==> src/rtl/bin2bcd_seq_if.sv <==
// ---------------------------------------------------------------------------
// bin2bcd_seq_if
//   Handshake bundle for the sequential binary-to-BCD converter.
//   Input channel : in_valid / in_ready / in_data
//   Output channel: out_valid / out_ready / out_bcd / out_sign / out_ovf
//   Optional      : out_blank (leading-zero blanking, BIN2BCD_LZB_EN defined)
//   Modports:
//     master - upstream producer and downstream consumer side
//     slave  - converter side
// ---------------------------------------------------------------------------
interface bin2bcd_seq_if #(
    parameter int WIDTH  = 16,
    parameter int DIGITS = 5
);
    logic                  in_valid;
    logic                  in_ready;
    logic [WIDTH-1:0]      in_data;
    logic                  out_valid;
    logic                  out_ready;
    logic [4*DIGITS-1:0]   out_bcd;
    logic                  out_sign;
    logic                  out_ovf;
`ifdef BIN2BCD_LZB_EN
    logic [DIGITS-1:0]     out_blank;

    modport master (
        output in_valid, in_data, out_ready,
        input  in_ready, out_valid, out_bcd, out_sign, out_ovf, out_blank
    );

    modport slave (
        input  in_valid, in_data, out_ready,
        output in_ready, out_valid, out_bcd, out_sign, out_ovf, out_blank
    );
`else
    modport master (
        output in_valid, in_data, out_ready,
        input  in_ready, out_valid, out_bcd, out_sign, out_ovf
    );

    modport slave (
        input  in_valid, in_data, out_ready,
        output in_ready, out_valid, out_bcd, out_sign, out_ovf
    );
`endif
endinterface

==> src/rtl/bin2bcd_seq.sv <==
// ---------------------------------------------------------------------------
// bin2bcd_seq
//   Sequential binary-to-BCD converter using shift-and-add-3, one input bit
//   per clock. Accepts a WIDTH-bit word (two's complement when SIGNED=1, the
//   magnitude is converted) and returns DIGITS packed BCD digits with sign and
//   overflow flags. Overflow means value >= 10^DIGITS; out_bcd then holds the
//   value modulo 10^DIGITS.
//
//   Ports:
//     clk    - rising-edge clock
//     rst_n  - synchronous active-low reset
//     bus    - bin2bcd_seq_if.slave handshake bundle (in_*/out_* channels)
//     busy   - high while converting
//
//   Optional feature (macro BIN2BCD_LZB_EN): registered leading-zero blanking
//   flags on bus.out_blank; bit i (i>=1) is set when digit i and all higher
//   digits are zero, bit 0 is always 0.
// ---------------------------------------------------------------------------
module bin2bcd_seq #(
    parameter int WIDTH  = 16,
    parameter int DIGITS = 5,
    parameter bit SIGNED = 1'b1
) (
    input  logic           clk,
    input  logic           rst_n,
    bin2bcd_seq_if.slave   bus,
    output logic           busy
);

    localparam int CW = $clog2(WIDTH + 1);

    typedef enum logic [1:0] {
        S_IDLE,
        S_CONV,
        S_DONE
    } state_t;

    state_t                r_state;
    state_t                w_next;

    logic [CW-1:0]         r_count;
    logic [WIDTH-1:0]      r_mag;
    logic [4*DIGITS-1:0]   r_bcd;
    logic                  r_sign;
    logic                  r_ovf;

    logic [4*DIGITS-1:0]   r_out_bcd;
    logic                  r_out_sign;
    logic                  r_out_ovf;

    logic                  w_accept;
    logic                  w_finish;
    logic [WIDTH-1:0]      w_mag_in;
    logic                  w_sign_in;
    logic [4*DIGITS-1:0]   w_bcd_adj;
    logic [4*DIGITS-1:0]   w_bcd_shift;
    logic [WIDTH-1:0]      w_mag_shift;
    logic                  w_carry;

`ifdef BIN2BCD_LZB_EN
    logic [DIGITS-1:0]     r_out_blank;
    logic [DIGITS-1:0]     w_blank;
    logic                  w_zero_above;
`endif

    assign w_accept = bus.in_valid && (r_state == S_IDLE);
    // The count==0 cycle in CONV is the result-commit cycle (no shift).
    assign w_finish = (r_state == S_CONV) && (r_count == '0);

    // Two's complement negate in WIDTH bits: the most negative input maps to
    // 2^(WIDTH-1), which still fits as an unsigned magnitude.
    assign w_sign_in = SIGNED ? bus.in_data[WIDTH-1] : 1'b0;
    assign w_mag_in  = w_sign_in ? -bus.in_data : bus.in_data;

    // Add 3 to every digit >= 5 before the shift so it carries correctly.
    always_comb begin
        w_bcd_adj = r_bcd;
        for (int unsigned i = 0; i < DIGITS; i++) begin
            if (r_bcd[4*i +: 4] >= 4'd5) begin
                w_bcd_adj[4*i +: 4] = r_bcd[4*i +: 4] + 4'd3;
            end
        end
    end

    // Bit leaving the top digit is lost from out_bcd and recorded as overflow.
    assign w_carry     = w_bcd_adj[4*DIGITS-1];
    assign w_bcd_shift = {w_bcd_adj[4*DIGITS-2:0], r_mag[WIDTH-1]};
    assign w_mag_shift = {r_mag[WIDTH-2:0], 1'b0};

`ifdef BIN2BCD_LZB_EN
    // Walk from the top digit down, accumulating "everything above is zero".
    always_comb begin
        w_blank      = '0;
        w_zero_above = 1'b1;
        for (int unsigned i = DIGITS - 1; i >= 1; i--) begin
            w_zero_above = w_zero_above && (r_bcd[4*i +: 4] == 4'd0);
            w_blank[i]   = w_zero_above;
        end
    end
`endif

    // State register
    always_ff @(posedge clk) begin
        if (!rst_n) begin
            r_state <= S_IDLE;
        end else begin
            r_state <= w_next;
        end
    end

    // Next-state logic
    always_comb begin
        w_next = r_state;
        case (r_state)
            S_IDLE:  if (bus.in_valid)   w_next = S_CONV;
            S_CONV:  if (r_count == '0)  w_next = S_DONE;
            S_DONE:  if (bus.out_ready)  w_next = S_IDLE;
            default: w_next = S_IDLE;
        endcase
    end

    // Datapath: working shift registers and the result registers
    always_ff @(posedge clk) begin
        if (!rst_n) begin
            r_count    <= '0;
            r_mag      <= '0;
            r_bcd      <= '0;
            r_sign     <= 1'b0;
            r_ovf      <= 1'b0;
            r_out_bcd  <= '0;
            r_out_sign <= 1'b0;
            r_out_ovf  <= 1'b0;
`ifdef BIN2BCD_LZB_EN
            r_out_blank <= '0;
`endif
        end else begin
            if (w_accept) begin
                r_mag   <= w_mag_in;
                r_bcd   <= '0;
                r_sign  <= w_sign_in;
                r_ovf   <= 1'b0;
                r_count <= CW'(WIDTH);
            end else if ((r_state == S_CONV) && (r_count != '0)) begin
                r_bcd   <= w_bcd_shift;
                r_mag   <= w_mag_shift;
                r_ovf   <= r_ovf | w_carry;
                r_count <= r_count - CW'(1);
            end

            if (w_finish) begin
                r_out_bcd  <= r_bcd;
                r_out_sign <= r_sign;
                r_out_ovf  <= r_ovf;
`ifdef BIN2BCD_LZB_EN
                r_out_blank <= w_blank;
`endif
            end
        end
    end

    // Output logic
    always_comb begin
        bus.in_ready  = (r_state == S_IDLE);
        bus.out_valid = (r_state == S_DONE);
        busy          = (r_state == S_CONV);
        bus.out_bcd   = r_out_bcd;
        bus.out_sign  = r_out_sign;
        bus.out_ovf   = r_out_ovf;
`ifdef BIN2BCD_LZB_EN
        bus.out_blank = r_out_blank;
`endif
    end

endmodule

==> src/flat_wrapper.sv <==
// flat-port wrapper written by rule: the top's interface ports become plain ports
module bin2bcd_seq_flat 
#(
    parameter int WIDTH  = 16,
    parameter int DIGITS = 5,
    parameter bit SIGNED = 1'b1
)
  (clk, rst_n, busy, bus_in_valid, bus_in_data, bus_out_ready, bus_in_ready, bus_out_valid, bus_out_bcd, bus_out_sign, bus_out_ovf);
  bin2bcd_seq_if #(.WIDTH(WIDTH), .DIGITS(DIGITS)) bus_i ();
  input  logic clk;
  input  logic rst_n;
  output logic busy;
  input wire logic [$bits(bus_i.in_valid)-1:0] bus_in_valid;
  input wire logic [$bits(bus_i.in_data)-1:0] bus_in_data;
  input wire logic [$bits(bus_i.out_ready)-1:0] bus_out_ready;
  output wire logic [$bits(bus_i.in_ready)-1:0] bus_in_ready;
  output wire logic [$bits(bus_i.out_valid)-1:0] bus_out_valid;
  output wire logic [$bits(bus_i.out_bcd)-1:0] bus_out_bcd;
  output wire logic [$bits(bus_i.out_sign)-1:0] bus_out_sign;
  output wire logic [$bits(bus_i.out_ovf)-1:0] bus_out_ovf;
  assign bus_i.in_valid = bus_in_valid;
  assign bus_i.in_data = bus_in_data;
  assign bus_i.out_ready = bus_out_ready;
  assign bus_in_ready = bus_i.in_ready;
  assign bus_out_valid = bus_i.out_valid;
  assign bus_out_bcd = bus_i.out_bcd;
  assign bus_out_sign = bus_i.out_sign;
  assign bus_out_ovf = bus_i.out_ovf;
  bin2bcd_seq #(.WIDTH(WIDTH), .DIGITS(DIGITS), .SIGNED(SIGNED)) u_core (.clk(clk), .rst_n(rst_n), .bus(bus_i), .busy(busy));
endmodule
==> config.mk <==
export PLATFORM = sky130hd
export DESIGN_NAME = bin2bcd_seq_flat
export DESIGN_NICKNAME = d
export VERILOG_FILES = /design/src/rtl/bin2bcd_seq_if.sv /design/src/rtl/bin2bcd_seq.sv /design/src/flat_wrapper.sv
export SDC_FILE = /design/constraint.sdc
export NUM_CORES = 1
export LEC_CHECK = 0
export CORE_ASPECT_RATIO = 0.7
export CORE_MARGIN = 4
export CORE_UTILIZATION = 25
export DETAILED_ROUTE_END_ITERATION = 6
export SLEW_MARGIN = 20
export SYNTH_ARGS = -nofsm -noshare
export SYNTH_HDL_FRONTEND = slang
export SYNTH_SLANG_ARGS = --single-unit
==> constraint.sdc <==
create_clock -name clk -period 2.45 [get_ports clk]
set_input_delay 0.245 -clock clk [delete_from_list [all_inputs] [get_ports clk]]
set_output_delay 0.245 -clock clk [all_outputs]
set_load 0.05 [all_outputs]
# Yosys cells after proc, flatten, opt, wreduce, memory -nomap -nowiden
# Cells that the tools add are included.
# Widths: inputs -> output; s select.
totals:
  regBits: 67
  in_bits: 20
  out_inout_bits: 25
  elab_cells: 52
op_classes:
  add_sub_neg: 7
  n_lt_le_gt_ge: 5
  n_eq_ne: 5
  n_mux: 14
  bitwise: 2
  reduce_logical: 9
ops:
  columns: ["op", "count"]
  rows:
  - ["$mux 16", 3]
  - ["$add 4x2->4 const B", 5]
  - ["$ge 4x3->1 const B", 5]
  - ["$mux 4", 5]
  - ["$neg 16->16", 1]
  - ["$mux 5", 2]
  - ["$mux 2", 3]
  - ["$pmux 2 s3", 1]
  - ["$logic_not 5->1", 1]
  - ["$reduce_bool 5->1", 1]
  - ["$sub 5x1->5 const B", 1]
  - ["$ne 2x2->1 const B", 2]
  - ["$logic_and 1x1->1", 3]
  - ["$reduce_and 3->1", 1]
  - ["$eq 2x1->1 const B", 1]
  - ["$eq 2x2->1 const B", 1]
  - ["$logic_not 2->1", 1]
  - ["$ne 2x1->1 const B", 1]
  - ["$reduce_bool 2->1", 1]
  - ["$reduce_or 2->1", 1]
  - ["$not 1->1", 1]
  - ["$or 1x1->1", 1]

# Depth between registers and ports, before layout
# Gate-level depths: netlist of run 1.
logic_depth:
  word_depth: 4
  depth_mapped: 9
  mapped_depth_nobuf: 7

# Worst setup path after synthesis of run 1
# Ideal clock, no wire load.
synth_timing:
  kind: "register to register"
  startpoint: "register u_core.r_state[0]"
  endpoint: "register u_core.r_count[0]"
  setup_time_ns: 0.128
  arrival_time_ns: 1.970
  required_time_ns: 2.322
  slack_ns: 0.353
  path_stages_with_launch: 6
  path_buffers: 1
  synth_period_minus_slack_ns: 2.097
  cell_sequence: "dfxtp_1 nor2_1 nand2_1 nand2_1 clkbuf_1 nor2_1"
synth_between:
  elab_chain_cells: 3
  elab_cells_between_ends: 5
  classes_between: "eq/ne (1); reduce/logical (4)"
synth_rtl:
  columns: ["element", "line_no", "text"]
  rows:
  - ["start, declared", "bin2bcd_seq.sv:38", "state_t r_state;"]
  - ["start signal, assigned", "bin2bcd_seq.sv:107", "r_state <= w_next;"]
  - ["$logic_not 2->1", null, null]
  - ["net bus_in_ready", "flat_wrapper.sv:16", "output wire logic [$bits(bus_i.in_ready)-1:0] bus_in_ready;"]
  - ["$logic_and 1x1->1", "bin2bcd_seq.sv:66", "assign w_accept = bus.in_valid && (r_state == S_IDLE);"]
  - ["$reduce_or 2->1 (no source line)", null, null]
  - ["end signal, assigned", "bin2bcd_seq.sv:142", "r_count <= CW'(WIDTH);"]
  - ["end signal, assigned", "bin2bcd_seq.sv:147", "r_count <= r_count - CW'(1);"]
  - ["end, declared", "bin2bcd_seq.sv:41", "logic [CW-1:0] r_count;"]
# The timed path passes the listed nets, and every way through them passes these cells.
# A chain may end at the register's enable or synchronous reset.

# Final worst setup path of run 1
layout_timing:
  startpoint: "register u_core.r_state[1]"
  endpoint: "output busy"
layout_between:
  elab_chain_cells: 1
layout_rtl:
  columns: ["element", "line_no", "text"]
  rows:
  - ["$eq 2x1->1", "bin2bcd_seq.sv:165", "busy = (r_state == S_CONV);"]
  - ["end, declared", "flat_wrapper.sv:12", "output logic busy;"]
# Every way passes these cells.

==> results of run 1 <==
state kept, by name, summed over array words and instances (netlist names):
register	count
u_core.bus.out_bcd	20
u_core.bus.out_ovf	1
u_core.bus.out_sign	1
u_core.r_bcd	20
u_core.r_count	5
u_core.r_mag	16
u_core.r_ovf	1
u_core.r_sign	1
u_core.r_state	2
critical path, cell delays in order (launching register included):
cell and delay, ns:
dfxtp_1 0.31, and2b_1 0.32, clkdlybuf4s50_1 0.85
layer usage:
metal,wire (µm),up-vias
li1,-,1385
met2,3340,44
met4,70,0
met3,297,9
met1,3730,1255
met5,0,-
metrics by stage:
stage | instances | setup WS (ns) | power, mW
after floorplan | 376 | 0.353 | 1.44
after global placement | 577 | 0.163 | 1.55
after detailed placement | 577 | 0.0970 | 1.56
after CTS | 591 | 0.355 | 2.81
after global routing | 591 | 0.312 | 2.90
final | 591 | 0.387 | 2.76
cells in the mapped netlist, types with 5 or more instances:
cell       n
mux2i_1   26
and3_1     6
nand2b_1   6
nand3_1   14
a211oi_1   9
a21oi_1   30
xnor2_1    8
clkbuf_1  11
inv_1     16
nor2b_1   25
mux2_2     5
nor2_1    14
buf_2      6
or3_1      5
o21ai_0   14
o21ai_1   10
ha_1      12
xor2_1    13
dfxtp_1   67
nand2_1   45
cell type report:
| cell class | count | area share |
|---|---|---|
| Clock buffer | 13 | 0.0655 |
| Clock inverter | 1 | 0.00175 |
| Inverter | 16 | 0.0140 |
| Multi-Input combinational cell | 274 | 0.437 |
| Sequential cell | 67 | 0.313 |
| Tap cell | 166 | 0.0485 |
| Timing Repair Buffer | 54 | 0.120 |
logic make-up after synthesis:
logic type | after synthesis | share of synthesized area
multiplexers | 33 | 0.101
buffers and inverters | 35 | 0.0415
adder cells (fa/ha/maj) | 12 | 0.0449
flip-flops | 67 | 0.401
AO/OA/AOI/OAI | 81 | 0.160
XOR/XNOR | 21 | 0.0550
AND/OR/NAND/NOR | 127 | 0.196
power by group through the flow:
stage | Sequential (mW) | Clock, mW | Combinational [mW]
3_5_place_dp | 1.19 | 0 | 0.374
2_1_floorplan | 1.18 | 0 | 0.256
3_3_place_gp | 1.19 | 0 | 0.366
6_report | 1.17 | 1.23 | 0.370
4_1_cts | 1.17 | 1.27 | 0.375
5_1_grt | 1.17 | 1.31 | 0.410
path summary, 6_finish.rpt:
check                                       start           endpoint  slack [ns]  cells past startpoint
worst max-delay path            u_core.r_state[1]               busy        0.39                      2
worst min-delay path              u_core.r_mag[0]    u_core.r_mag[0]        0.47                      2
worst min register to register    u_core.r_mag[0]    u_core.r_mag[0]        0.47                      2
worst max register to register  u_core.r_count[0]  u_core.r_count[2]        0.54                      8
==> results_dict.tcl, run 1 <==
set metrics [dict create \
    cts_buffers 9 \
    yosys_warnings 0 \
    netlist_area_um2 3350 \
    netlist.area_leader.share 0.401 \
    drc_errors 0 \
    placedInstanceArea_um2 3990 \
    slew_headroom 0.654 \
    fin_crit_ns 2.06 \
    fin_area_um2 4280 \
    n_antenna_cell 0 \
    antenna_found_initial 0 \
    syn_nets 408 \
    die_height_um 105 \
    fin_crit_sh 0.842 \
    wl_mm 7.44 \
    intPower_mw 2.08 \
    mostFrequentLayoutCells "dfxtp_1, nand2_1, clkdlybuf4s50_1" \
    combPwrFrac 0.134 \
    routed_via_density 4.56 \
    place_hpwl_mm 5.21 \
    grt_pass1_vias 2625 \
    regArea_um2 1340 \
    hold_path_class "flip-flop to flip-flop" \
    cts_sinks 67 \
    synth_area_leader_cell "dfxtp_1" \
    cts_root_buffer "clkbuf_16" \
    use_met3 0.0334 \
    synth_area_leaders "dfxtp_1, mux2i_1, nand2_1, nor2b_1, a21oi_1" \
    coreArea_um2 13100 \
    finalHoldViolations 0 \
    cp.required_ns 2.20 \
    post_cts_buffers 0 \
    yosys_most_used_dff "dfxtp_1" \
    grt-busiest-layer "met2" \
    status "finished clean" \
    cts_repair_resize_count 0 \
    clk_latency_ns 0.33 \
    firstDrtPassIters 5 \
    final_common_cell "dfxtp_1" \
    power_leakage_nw 1.55 \
    clk_pin_slew_worst_paths_ns 0.05 \
    wl_per_cell_um 12.6 \
    fmax_ghz 0.485 \
    crit_type "flip-flop to output pin" \
    synth-edff-count 0 \
    gr-usage-all-layers 0.102 \
    initial_core_util 0.255 \
    hold_ws_ns 0.466 \
    io_pins 45 \
    overflow 0 \
    fillers 1353 \
    num_rows 35 \
    p_per_area_nw_per_um2 646 \
    finalNetCount 454 \
    ys_ff_latch 67 \
    dieArea_um2 15300 \
    drive_gt1_frac 0.0894 \
    drt_iter0_drc 195 \
    grt_use_met2 0.154 \
    p_switching_uw 681 \
    tightestPinTransition_ns 0.517 \
    setup_viol 0 \
    syn_avg_cell_area_um2 8.90 \
    slew_violations 0 \
    arrival_ns 1.82 \
    grt_max_degree 44 \
    area_growth_pct 27.9 \
    globalRouteMet1Util 0.138 \
    multiInputGateArea_um2 1870 \
    max_cap_viol_count 0 \
    fin_util 0.326 \
    pwr-share-seq 0.422 \
    grt_pass1_wl_mm 12.9 \
    start_kind "flip-flop" \
    cts_hold_buf 0 \
    cp_max_fo 5 \
    grt_setup_unrepaired "no" \
    syn_inst 376 \
    cts_max_path_buffers 2 \
    synth_async_sr_flop_share 0 \
    power_frac_clock 0.444 \
    die_w_um 146 \
    skew_ns 0.00514 \
    setup_tns_ns 0 \
    power_switching_share 0.246 \
    cts_max_level 3 \
    port_buffers 44 \
    gp_congestion 0.764 \
    ir_drop_mv 0.308 \
    synth.distinct_cells 40 \
    end_kind "output pin" \
    route.antenna.remaining_nets 0 \
    yosysSeqAreaShare 0.401 \
    cts_tree "done" \
    vias 2693 \
]
Note: power is estimated with default switching activity, not from simulation.
==> run 2: changes to the inputs <==
- clock period: 2.45 -> 1.7 ns (I/O delays scaled with it)
==> results_dict.tcl, run 2 (same netlist as run 1, synthesis figures left out) <==
set metrics [dict create \
    cts_max_path_buffers 2 \
    slew_headroom 0.668 \
    grt_pass1_vias 2704 \
    cts_max_level 3 \
    fin_util 0.341 \
    place_inst 600 \
    n_antenna_cell 0 \
    cts_tree "done" \
    overflow 0 \
    setup_tns_ns 0 \
    crit_type "flip-flop to flip-flop" \
    mostFrequentLayoutCells "dfxtp_1, buf_4, nand2_1" \
    io_pins 45 \
    grt_setup_unrepaired "yes" \
    grt-busiest-layer "met2" \
    firstDrtPassIters 4 \
    num_rows 35 \
    setup_viol 0 \
    skew_ns 0.00790 \
    initial_core_util 0.255 \
    coreArea_um2 13100 \
    die_w_um 146 \
    finalNetCount 479 \
    port_buffers 44 \
    p_per_area_nw_per_um2 880 \
    holdPathEnd "u_core.r_mag[0]" \
    rr_startpoint "u_core.r_count[1]" \
    clk_latency_ns 0.33 \
    p_total_mw 3.95 \
    use_met3 0.0377 \
    end_kind "flip-flop" \
    arrival_ns 1.87 \
    cp_max_fo 9 \
    ir_drop_mv 0.468 \
    area_growth_pct 34.0 \
    status "finished clean" \
    wl_per_cell_um 12.3 \
    final_common_cell "dfxtp_1" \
    cts_root_buffer "clkbuf_16" \
    antenna_found_initial 0 \
    cp.required_ns 1.91 \
    final_cells 617 \
    route.antenna.remaining_nets 0 \
    dieArea_um2 15300 \
    reg2reg_depth 8 \
    cts_hold_buf 0 \
    start_kind "flip-flop" \
    grt_use_met2 0.150 \
    vias 2815 \
    fmax_ghz 0.605 \
    fin_crit_ns 1.65 \
    finalHoldViolations 0 \
    drc_errors 0 \
    drt_iter0_drc 116 \
    hold_depth 3 \
    cts_buffers 9 \
    hold_ws_ns 0.149 \
    max_cap_viol_count 0 \
    globalRouteMet1Util 0.134 \
    grt_pass1_wl_mm 12.6 \
    worstHoldStart "bus_in_data[0]" \
    r2r_end "u_core.r_mag[9]" \
    fillers 1380 \
    grt_max_degree 26 \
    routed_via_density 4.56 \
    cts_sinks 67 \
    tightestPinTransition_ns 0.496 \
    wl_mm 7.57 \
    gp_congestion 0.787 \
    place_hpwl_mm 5.49 \
    drive_gt1_frac 0.220 \
    power_leakage_nw 1.76 \
    fin_crit_sh 0.972 \
    hold_path_class "primary input to flip-flop" \
    gr-usage-all-layers 0.0992 \
    die_height_um 105 \
    slew_violations 0 \
    ff2ff_setup_slack_ns 0.05 \
    crit_start "u_core.r_count[1]" \
    clk_pin_slew_worst_paths_ns 0.05 \
]
## run 2: cell types whose count changed in the layout (fill, tap and decap cells not counted), sizes merged
| cell | delta |
|---|---|
| dlymetal6s2s | +1 |
| clkdlybuf4s50 | -32 |
| clkdlybuf4s15 | +2 |
| dlygate4sd2 | +7 |
| clkinv | +1 |
| buf | +47 |
## run 2: critical path, cell delays in order (launching register included)
cell and delay (ns):
dfxtp_2 0.32, inv_2 0.06, ha_4 0.13, inv_2 0.04
o41ai_4 0.28, buf_12 0.18, mux2_2 0.33, o21ai_1 0.14
a21oi_1 0.06
## run 2: what timing repair did
| item | CTS | global route |
|---|---|---|
| pin swaps | 11 | 6 |
| endpoints found under the hold margin | 0 | 0 |
| resized for setup | 17 | 3 |
| buffers inserted | 2 | 0 |
| setup endpoints to repair | 8 | 10 |
| gates cloned | 0 | 0 |
## run 2: layout make-up
type,instances,area (µm²),share of cell area
Sequential cell,67,1340,0.300
Multi-Input combinational cell,274,1930,0.431
Inverter,16,60.1,0.0134
Tap cell,166,208,0.0463
Clock inverter,2,12.5,0.00279
Timing Repair Buffer,79,679,0.151
Clock buffer,13,250,0.0558
## run 2: per-stage QoR
step / setup WS [ns] / area, µm²
2_1_floorplan: -0.0593 / 3390
6_report: 0.0478 / 4490
3_3_place_gp: -0.442 / 4180
4_1_cts: 0.00818 / 4480
5_1_grt: -0.0559 / 4490
3_5_place_dp: -0.474 / 4180
## run 2: how the worst max path moves through the flow
stage / to
after floorplan: u_core.r_mag[11]
after global placement: u_core.r_mag[11]
after detailed placement: u_core.r_mag[10]
after CTS: u_core.r_mag[11]
after global routing: u_core.r_mag[7]
final: u_core.r_mag[9]
## run 2: layer usage
metal | vias up | part of all wire | routed length, µm
met4 | 0 | 0.0091 | 69
li1 | 1441 | - | -
met1 | 1316 | 0.52 | 3920
met3 | 8 | 0.034 | 256
met2 | 50 | 0.44 | 3320
met5 | - | 0 | 0
## run 2: where the power goes
| part | switching, mW | total [mW] | internal (mW) |
|---|---|---|---|
| Combinational | 0.323 | 0.623 | 0.301 |
| Clock | 0.625 | 1.64 | 1.02 |
| Sequential | 0.0434 | 1.68 | 1.64 |
==> RTL edit 1: new RTL, settings of run 1 <==
`DIGITS` is set to 5 in 3 places; all go to 4.
--- a/src/rtl/bin2bcd_seq_if.sv
+++ b/src/rtl/bin2bcd_seq_if.sv
@@ -12,3 +12,3 @@
     parameter int WIDTH  = 16,
-    parameter int DIGITS = 5
+    parameter int DIGITS = 4
 );
--- a/src/rtl/bin2bcd_seq.sv
+++ b/src/rtl/bin2bcd_seq.sv
@@ -20,3 +20,3 @@
     parameter int WIDTH  = 16,
-    parameter int DIGITS = 5,
+    parameter int DIGITS = 4,
     parameter bit SIGNED = 1'b1
--- a/src/flat_wrapper.sv
+++ b/src/flat_wrapper.sv
@@ -4,3 +4,3 @@
     parameter int WIDTH  = 16,
-    parameter int DIGITS = 5,
+    parameter int DIGITS = 4,
     parameter bit SIGNED = 1'b1
Ports: changed (resized bus_out_bcd); port bits go from 45 to 41. No check against the original RTL was run, so the function may have changed too.
==> RTL edit 1 against run 1 <==
Synthesized cell count shrank 7.2%. Clock power is essentially flat. Synthesized area shrank 9.6%. Power shrank 4.6%. Cell area shrank 8.6%. Hold slack gained 5.7 ps. Worst setup slack gained 7.4 ps. Sequential cell count shrank 8. Routed wire length shrank 7.9%. Sequential power shrank 11%. Critical path type is now reg -> reg. Largest power group unchanged.
==> RTL edit 1: results (changes against run 1) <==
status:
  outcome: "completed"  # unchanged
timing:
  skew_ps: 6.34  # was 5.14 ps
  relSlewSlack: 0.485  # was 0.654
detailed_routing:
  drtIter0Drc: 117  # was 195
  wl_met2_microns: 3060  # was 3340 microns
  vias_per_cell: 4.56  # about the same
  routed_wl_microns: 6860  # was 7440 microns
  first_pass_iters: 5  # unchanged
  wl_met1_microns: 3280  # was 3730 microns
  dr_wl_met3_microns: 448  # was 297 microns
cts:
  path_clk_slew_ps: 50  # about the same
  post_cts_resized: 0  # unchanged
  htree_levels: 3  # unchanged
  cts-root-buf: "clkbuf_16"  # unchanged
  postCtsSetupBuffers: 0  # unchanged
synth:
  synth_compound_area_frac: 0.151  # was 0.160
  synthesis.instances: 349  # was 376
  synth_adder_area_share: 0.0414  # was 0.0449
  synth.area.mux_share: 0.0947  # was 0.101
  synthTopCellsByArea: "dfxtp_1, mux2i_1, nand2_1, a21oi_1, nor2b_1"  # was dfxtp_1, mux2i_1, nand2_1, nor2b_1, a21oi_1
  ys_types: 42  # was 40
  synth_commonest_cells: "dfxtp_1, nand2_1, a21oi_1, mux2i_1, nor2b_1"  # unchanged
  ys_seq_area_frac: 0.391  # was 0.401
  syn-num-nets: 379  # was 408
  yosys_warnings: 0  # unchanged
  synth_xor_area_frac: 0.0521  # was 0.0550
setup_path:
  arrival_ps: 2290  # was 1820 ps
  crit_fanout: 19  # was 5
cells_and_area:
  final_cells: 551  # was 591
  nFillCells: 1188  # was 1353
  drive_above_1_share: 0.0939  # was 0.0894
  fin_nets: 419  # was 454
global_routing:
  first_global_vias: 2426  # was 2625
  met1_usage: 0.126  # was 0.138
  grt_start_max_net_pins: 26  # was 44
  grt_use_total: 0.101  # was 0.102
  grt_pass1_wl_microns: 11500  # was 12900 microns
  met2_usage: 0.161  # was 0.154
  use_met3: 0.0448  # was 0.0334
power_and_ir_drop:
  leakagePower_nw: 1.44  # was 1.55 nW
  ir_worst_vdd_v: 0.000297  # was 0.000308 V
placed_design:
  placed_cells: 535  # was 577
  io_buffers: 40  # was 44
  gp_congestion: 0.837  # was 0.764
  dp.final_hpwl_microns: 4820  # was 5210 microns
  placed_area_sq_um: 3620  # was 3990 sq um
[RTL edit 1: changes by cell type after synthesis, moves of 3 or more]
cell	change
clkbuf_1	+3
dfxtp_1	-8
mux2i_1	-3
nand2_1	+7
nor2_1	-3
nor2b_1	-4
nor3_1	+3
o21ai_0	+3
o21ai_1	-8
or3_1	-5
or3_4	-3
xor2_1	-4
[RTL edit 1: final timing paths]
check                     from                end  slack, ps  cells past startpoint
max          u_core.r_count[0]  u_core.r_count[1]        390                      7
min              u_core.r_sign      u_core.r_sign        470                      2
max reg2reg  u_core.r_count[0]  u_core.r_count[1]        390                      7
min reg2reg      u_core.r_sign      u_core.r_sign        470                      2
[RTL edit 1: logic make-up after synthesis]
| group | after synthesis |
|---|---|
| adder cells (fa/ha/maj) | 10 |
| AND/OR/NAND/NOR | 130 |
| multiplexers | 28 |
| buffers and inverters | 34 |
| AO/OA/AOI/OAI | 70 |
| XOR/XNOR | 18 |
| flip-flops | 59 |
[RTL edit 1: layout make-up]
| type | count | area share |
|---|---|---|
| sequential | 59 | 0.302 |
| clock inverter | 4 | 0.0128 |
| tap | 157 | 0.0502 |
| multi-input combinational | 256 | 0.437 |
| inverter | 15 | 0.0144 |
| timing repair buffer | 48 | 0.121 |
| clock buffer | 12 | 0.0630 |
[RTL edit 1: metrics by stage]
stage          setup WS, ps   util
2_1_floorplan           500      -
3_3_place_gp            240  0.307
3_5_place_dp            218  0.307
4_1_cts                 401  0.333
5_1_grt                 225  0.333
6_report                394  0.333
[RTL edit 1: power by group]
group | internal [mW] | switching, mW
combinational | 0.162 | 0.209
sequential | 1.01 | 0.0300
clock | 0.812 | 0.418
[RTL edit 1: critical path, cell delays in order (launching register included)]
cell      delay, ps
dfxtp_1         370
inv_1            70
ha_1            180
inv_1           130
o41a_1          650
buf_4           300
nor2_1           60
a211oi_1        210
==> RTL edit 2: new RTL, settings of run 1 <==
Made on the original files. Make the reset (`rst_n`) asynchronous in 2 clocked blocks. Comments in the files are not updated.
--- a/src/rtl/bin2bcd_seq.sv
+++ b/src/rtl/bin2bcd_seq.sv
@@ -102,3 +102,3 @@
     // State register
-    always_ff @(posedge clk) begin
+    always_ff @(posedge clk or negedge rst_n) begin
         if (!rst_n) begin
@@ -122,3 +122,3 @@
     // Datapath: working shift registers and the result registers
-    always_ff @(posedge clk) begin
+    always_ff @(posedge clk or negedge rst_n) begin
         if (!rst_n) begin
Check against the original RTL: differs if rst_n is asserted again (counterexample within 4 cycles, from zero or initial values and one cycle with rst_n low); with rst_n held inactive, the same outputs for 10 cycles.
==> RTL edit 2 against run 1 <==
Fmax fell by 3.6%. Routed wire length fell by 1.6%. Worst setup slack got worse by 76 ps. Synthesized cell count fell by 14%. Sequential cell count did not move. Critical path depth rose by 4. Hold slack improved by 3.4 ps. Sequential share of layout area rose by 6.1 points. Synthesized area rose by 2.5%. Cell area rose by 4.5%. Critical endpoint is now u_core.r_mag[12]. Highest routed layer unchanged.
Power is not compared: it rests on default switching activity, and its combinational part moved more than twofold at a synthesized area within 25%.
==> RTL edit 2: results (changes against run 1) <==
status:
  outcome: "completed"  # unchanged
global_routing:
  use_met3: 0.0435  # was 0.0334
  grt_use_total: 0.101  # was 0.102
  met2_usage: 0.148  # was 0.154
  grt_start_max_net_pins: 32  # was 44
  first_global_vias: 2647  # was 2625
  grt_pass1_wl_microns: 12800  # was 12900 microns
  met1_usage: 0.134  # was 0.138
synth:
  ys_seq_area_frac: 0.489  # was 0.401
  synth_adder_area_share: 0.0438  # was 0.0449
  ys_types: 47  # was 40
  async_reset_ff_frac: 1.00  # was 0
  synth_compound_area_frac: 0.150  # was 0.160
  synth_commonest_cells: "dfrtp_1, mux2_2, o21ai_0, nand2_1, nand3_1"  # was dfxtp_1, nand2_1, a21oi_1, mux2i_1, nor2b_1
  synth.area.mux_share: 0.0945  # was 0.101
  syn-num-nets: 354  # was 408
  synth_xor_area_frac: 0.0511  # was 0.0550
  synthFlopType: "dfrtp_1"  # was dfxtp_1
detailed_routing:
  first_pass_iters: 4  # was 5
  drtIter0Drc: 124  # was 195
  wl_met1_microns: 3520  # was 3730 microns
  vias_per_cell: 4.56  # about the same
  routed_wl_microns: 7330  # was 7440 microns
  wl_met2_microns: 3210  # was 3340 microns
  dr_wl_met3_microns: 497  # was 297 microns
placed_design:
  dp.final_hpwl_microns: 5280  # was 5210 microns
  placed_area_sq_um: 4100  # was 3990 sq um
  gp_congestion: 0.758  # was 0.764
min_path:
  hold_class: "in -> async"  # was reg -> reg
cells_and_area:
  nFillCells: 1347  # was 1353
  fin_nets: 400  # was 454
  drive_above_1_share: 0.169  # was 0.0894
timing:
  fin_hold_ws_ps: 469  # was 466 ps
  timing.final.crit_share: 0.873  # was 0.842
  relSlewSlack: 0.555  # was 0.654
  skew_ps: 6.70  # was 5.14 ps
cts:
  htree_levels: 3  # unchanged
  postCtsSetupBuffers: 0  # unchanged
  numCtsBuffers: 9  # unchanged
setup_path:
  path_class: "reg -> reg"  # was reg -> out
  reg2reg_setup_slack_ps: 310  # was 540 ps
  r2r_cells: 6  # was 8
  worst_path_max_delay_cell: "or4b_4"  # was clkdlybuf4s50_1
  max_stage_delay_ps: 510  # was 850 ps
  crit_fanout: 24  # was 5
  arrival_ps: 2350  # was 1820 ps
RTL edit 2: cell types whose count changed in the layout (fill, tap and decap cells not counted), sizes merged, moves of 7 or more:
cell | before | now
or3 | 8 | 1
mux2 | 7 | 27
dfxtp | 67 | 0
dfrtp | 0 | 67
a211oi | 9 | 1
nand2 | 45 | 26
nor2b | 25 | 2
nand3 | 14 | 22
a21oi | 30 | 12
mux2i | 26 | 2
RTL edit 2: repair_timing:
action                                 4_1_cts  5_1_grt
endpoints found under the hold margin       24        0
resized for setup                            0        1
setup endpoints to repair                    0        1
hold buffers                                 1        0
RTL edit 2: power breakdown:
group          switching [mW]  internal (mW)
Clock                   0.464           1.07
Combinational            1.75           1.22
Sequential              0.378           1.63
Total                    2.59           3.92
RTL edit 2: final timing paths:
kind,from,endpoint
max,u_core.r_count[0],u_core.r_mag[12]
min,rst_n,u_core.r_bcd[1]
max reg2reg,u_core.r_count[0],u_core.r_mag[12]
min reg2reg,u_core.r_sign,u_core.r_sign
max in group asynchronous,rst_n,u_core.bus.out_bcd[17]
min in group clk,u_core.r_sign,u_core.r_sign
RTL edit 2: final cells by class:
class,count,area (sq um),area share
clock buffer,12,267,0.0596
clock inverter,4,95.1,0.0213
inverter,16,60.1,0.0134
multi-input combinational,220,1600,0.359
sequential,67,1680,0.375
tap,185,231,0.0517
timing repair buffer,54,541,0.121
RTL edit 2: worst max-delay path: cells and delay by family (launching register included):
kind | cells | cell delay, ps
fa+ha+maj | 1 | 190
compound gates | 1 | 370
simple gates | 2 | 730
flops | 1 | 410
buf+inv | 2 | 310
RTL edit 2: stage by stage:
step                      std cells   util
final                           558  0.336
after global routing            558  0.336
after CTS                       558  0.336
after detailed placement        541  0.308
after global placement          541  0.308
after floorplan                 322      -
